File: config.mk
export PLATFORM = sky130hd
export DESIGN_NAME = hazard_sequencer
export DESIGN_NICKNAME = d
export VERILOG_FILES = /design/src/rtl/hazard_sequencer.sv
export SDC_FILE = /design/constraint.sdc
export NUM_CORES = 1
export LEC_CHECK = 0
export ABC_AREA = 1
export BUFFER_PORTS_ARGS = -buffer_cell sky130_fd_sc_hd__buf_2
export CORE_ASPECT_RATIO = 1.2
export CORE_UTILIZATION = 40
export CTS_CLUSTER_SIZE = 20
export DETAILED_ROUTE_END_ITERATION = 7
export SLEW_MARGIN = 25
export SYNTH_ARGS = -nofsm -noshare
export SYNTH_HDL_FRONTEND = slang
export SYNTH_SLANG_ARGS = --single-unit
File: constraint.sdc
create_clock -name clk -period 4.25 [get_ports clk]
set_clock_uncertainty 0.05 [all_clocks]
set_input_delay 0.85 -clock clk [delete_from_list [all_inputs] [get_ports clk]]
set_output_delay 0.85 -clock clk [all_outputs]
set_load 0.1 [all_outputs]
File: src/rtl/hazard_sequencer.sv
// Hazard sequencer for a 5-stage MIPS pipeline: load-use stalls, redirect flushes,
// and a drain-then-halt sequence. Saturating stall/flush event counters.
module hazard_sequencer #(
    parameter int unsigned DRAIN_CYCLES = 4,
    parameter int unsigned CNT_W        = 16
) (
    input  logic             clk,
    input  logic             rst,
    input  logic [4:0]       id_rs,
    input  logic [4:0]       id_rt,
    input  logic             id_uses_rt,
    input  logic             ex_mem_read,
    input  logic [4:0]       ex_rt,
    input  logic             branch_taken,
    input  logic             jump_taken,
    input  logic             halt_req,
    output logic             pc_we,
    output logic             ifid_we,
    output logic             flush_ifid,
    output logic             flush_idex,
    output logic             flush_exmem,
    output logic             flush_memwb,
    output logic             halted,
    output logic [CNT_W-1:0] stall_cnt,
    output logic [CNT_W-1:0] flush_cnt
);

    localparam int unsigned DW = (DRAIN_CYCLES > 1) ? $clog2(DRAIN_CYCLES) : 1;
    localparam logic [DW-1:0] DRAIN_RELOAD = DW'(DRAIN_CYCLES - 1);

    typedef enum logic [1:0] {
        RUN,
        DRAIN,
        HALTED
    } state_e;

    state_e           state_q, state_d;
    logic [DW-1:0]    drain_q, drain_d;
    logic [CNT_W-1:0] stall_q, stall_d;
    logic [CNT_W-1:0] flush_q, flush_d;

    logic load_use;
    logic redirect;

    assign load_use = ex_mem_read && (ex_rt != 5'd0) &&
                      ((ex_rt == id_rs) || (id_uses_rt && (ex_rt == id_rt)));
    assign redirect = jump_taken || branch_taken;

    assign stall_cnt = stall_q;
    assign flush_cnt = flush_q;

    always_comb begin
        pc_we       = 1'b1;
        ifid_we     = 1'b1;
        flush_ifid  = 1'b0;
        flush_idex  = 1'b0;
        flush_exmem = 1'b0;
        flush_memwb = 1'b0;
        halted      = 1'b0;
        state_d     = state_q;
        drain_d     = drain_q;
        stall_d     = stall_q;
        flush_d     = flush_q;

        if (rst) begin
            pc_we       = 1'b0;
            ifid_we     = 1'b0;
            flush_ifid  = 1'b1;
            flush_idex  = 1'b1;
            flush_exmem = 1'b1;
            flush_memwb = 1'b1;
        end else begin
            // Redirect outranks every state-specific action; jump also kills MEM/WB.
            if (redirect) begin
                flush_ifid  = 1'b1;
                flush_idex  = 1'b1;
                flush_exmem = 1'b1;
                flush_memwb = jump_taken;
                if (flush_q != '1) begin
                    flush_d = flush_q + CNT_W'(1);
                end
            end

            unique case (state_q)
                RUN: begin
                    if (!redirect) begin
                        if (load_use) begin
                            pc_we      = 1'b0;
                            ifid_we    = 1'b0;
                            flush_idex = 1'b1;
                            if (stall_q != '1) begin
                                stall_d = stall_q + CNT_W'(1);
                            end
                        end else if (halt_req) begin
                            state_d = DRAIN;
                            drain_d = DRAIN_RELOAD;
                        end
                    end
                end

                DRAIN: begin
                    if (redirect) begin
                        drain_d = DRAIN_RELOAD;
                    end else if (load_use) begin
                        pc_we      = 1'b0;
                        ifid_we    = 1'b0;
                        flush_idex = 1'b1;
                        if (stall_q != '1) begin
                            stall_d = stall_q + CNT_W'(1);
                        end
                    end else begin
                        // PC stays on the first discarded fetch so resume refetches it.
                        pc_we      = 1'b0;
                        flush_ifid = 1'b1;
                        if (drain_q == '0) begin
                            state_d = HALTED;
                        end else begin
                            drain_d = drain_q - DW'(1);
                        end
                    end
                end

                HALTED: begin
                    halted = 1'b1;
                    if (!redirect) begin
                        pc_we      = 1'b0;
                        flush_ifid = 1'b1;
                    end
                    if (!halt_req) begin
                        state_d = RUN;
                    end
                end

                default: begin
                    state_d = RUN;
                end
            endcase
        end
    end

    always_ff @(posedge clk) begin
        if (rst) begin
            state_q <= RUN;
            drain_q <= '0;
            stall_q <= '0;
            flush_q <= '0;
        end else begin
            state_q <= state_d;
            drain_q <= drain_d;
            stall_q <= stall_d;
            flush_q <= flush_d;
        end
    end

endmodule

==> metrics.txt <==
post_cts resized=0; clock latency on the worst-skew pair=0.29 ns; Least-Margin Pin Slew=0.507 ns; vias in the first global route=2096; Synth area leaders=dfxtp_1 (32%), nand2_1 (14%), inv_1 (8.9%), nor2_1 (7.7%), a21oi_1 (6.1%); crit path max-delay cell type=buf_2; combinational power share=33.6%; Detail Placement HPWL=4.02 mm; Max-Cap Viols=0; DP Worst Slack=1.05 ns; # DRC=5; WHS Endpoint=flush_cnt[4]; post-synth cell types=34; final WL=5.31 mm; Mapped Area=0.00228 mm²; f_max=312 MHz; Post-synth EDFFs=0; clock buffer depth=2; first-pass GRT wire length=8.89 mm; FF-to-FF Start=state_q[0]; CP Capture Type=output port; Leak=1.28 nW; area leader, netlist=dfxtp_1; share of layout cells above drive strength 1=20.3%; critical path's largest stage delay=0.41 ns; top-count cell post-synth=nand2_1; final setup vio count=0; hold-critical path depth=1; Worst-path clk slew=0.08 ns; DRT Pass-1 Iters=6; PortBufs=60; Hold-fix buffers, CTS=0; Period Utilization, post-route=75.3%; Clock power frac=29.7%; pwr/cell area=368 mW/mm²; CTS root buffer=clkbuf_8; Layout area overhead=19.9%; CTS H-Tree Depth=2; R2R Path End=stall_cnt[11]; Rows=29; worst hold path class=reg2reg; die height=84.8 µm; total CTS buffers=5; DIE AREA=0.00602 mm²; remaining antenna violation count=0; Hold Vio Cnt, Final=0; sw frac=38.5%; Async SR Flop Fraction=0%; Flop pwr share=36.7%; Cell Int Power=0.621 mW; gr ovfl total=0; post-CTS setup buffers=0; critical-path cell list=buf_2 -> inv_1 -> nand2_1 -> o21ai_0 -> inv_1 -> nand2_1 -> nor2_1 -> o21ai_0 -> a21o_1 -> buf_2; top-area cell type share of the netlist area=31.5%; Syn Area/Cell=6.35 µm²; cell count of the worst reg-to-reg path=9; R2R Setup Slk=2.29 ns; outcome=finished, violations left; worst rel slew slack=65.9%; RSZ-0062 raised after global routing=false; Core Footprint=0.00541 mm²; Data required, critical path=3.35 ns; crit path kind=in2out; Top FF cell, synth=dfxtp_1; Synth Instances=360; worst setup margin=1.05 ns; Antenna Cells=0; wire length per cell=11.0 µm; clock sinks=36; via count=2304; fin. max-slew vios=0; net switching power=0.388 mW; initial antenna violation count=0; First DRT Iteration DRCs=109; Final Critical Period=3.20 ns; GRT Resource Usage Total=18.1%; CP arrival=2.30 ns; hold wc startpoint=flush_cnt[4]; Die Span X=71.0 µm; Post-Syn Nets=389; Worst Setup Start Kind=input port; initial core utilization=42.3%; I/O pins=61; vias per inst=4.75; Yosys reg bits=36; VDD IR max=0.253 mV; CP max FO=4; Yosys warnings=0; pin count of the biggest net entering global routing=20; post-synthesis sequential area ratio=31.5%; routability cong.=0.786; CTS tree=done; Final TNS setup=0 ns; failing checks=design-rule violations; nets@finish=451; Commonest cells post-synth=nand2_1 (86), inv_1 (54), nor2_1 (47)
through the flow:
step,cells,cell area (µm²),power [mW],util [%],hold slack [ns]
after floorplan,360,2280,0.651,-,0.405
after global placement,477,2630,0.714,48.6,0.418
after detailed placement,477,2630,0.715,48.6,0.418
after CTS,485,2740,1.02,50.7,0.438
after global routing,485,2740,1.08,50.7,0.465
final,485,2740,1.01,50.7,0.434
sequential cells by signal, summed over array words and instances (netlist names):
name and flops:
flush_cnt 16, drain_q 2, state_q 2, stall_cnt 16
kinds of logic (layout without fill, tap and decap cells):
kind of cell | after synthesis | after routing | synth area share [%]
xor gates and xnor gates | 10 | 10 | 3.83
adders and majority gates | 7 | 7 | 3.83
and+or+nand+nor | 191 | 191 | 37.1
DFF | 36 | 36 | 31.5
AOI/OAI and AO/OA | 52 | 52 | 12.2
buffers and inverters | 64 | 127 | 11.5
cells in the final DEF, fill, tap and decap left out, drive strengths merged, types with 2 or more instances in the layout:
cell,Yosys,routed
nor2,50,50
inv,58,58
ha,7,7
xor2,7,7
buf,2,61
nor3,14,14
a21oi,30,30
or2,2,2
nand2,89,89
clkbuf,4,5
xnor2,3,3
dfxtp,36,36
nand4,4,4
o21ai,17,17
nand3,29,29
power by group through the flow:
stage,combinational [mW],clock (mW),sequential [mW]
after CTS,0.339,0.312,0.370
final,0.339,0.299,0.370
after floorplan,0.257,0,0.394
after global routing,0.376,0.326,0.374
after detailed placement,0.337,0,0.378
after global placement,0.337,0,0.377
worst max-delay path, delay by kind of cell:
family | cells | cell delay, ns
buf+inv | 4 | 0.72
simple gates | 3 | 0.28
compound gates | 3 | 0.43
worst max path at each step:
stage / startpoint / end / slack, ns
3_5_place_dp: ex_rt[0] / flush_ifid / 1.05
5_1_grt: ex_rt[0] / pc_we / 0.83
4_1_cts: ex_rt[0] / flush_ifid / 1.04
2_1_floorplan: ex_rt[0] / pc_we / 0.39
6_report: ex_rt[0] / flush_ifid / 1.05
3_3_place_gp: ex_rt[0] / flush_ifid / 1.08
area by class of cell:
| cell class | count | area [µm²] |
|---|---|---|
| inverter | 58 | 220 |
| timing repair buffer | 61 | 308 |
| clock inverter | 3 | 42.5 |
| clock buffer | 5 | 68.8 |
| multi-input combinational | 260 | 1300 |
| sequential | 36 | 721 |
| tap | 62 | 77.6 |
| fill | 568 | 2670 |
layer usage:
metal,track usage (%),wire [µm],vias up
li1,-,-,1260
met1,22.2,2510,992
met2,31.6,2480,50
met3,3.84,292,2
met4,5.45,29,0
met5,0,0,-
Power figures use the tool's default switching activity.
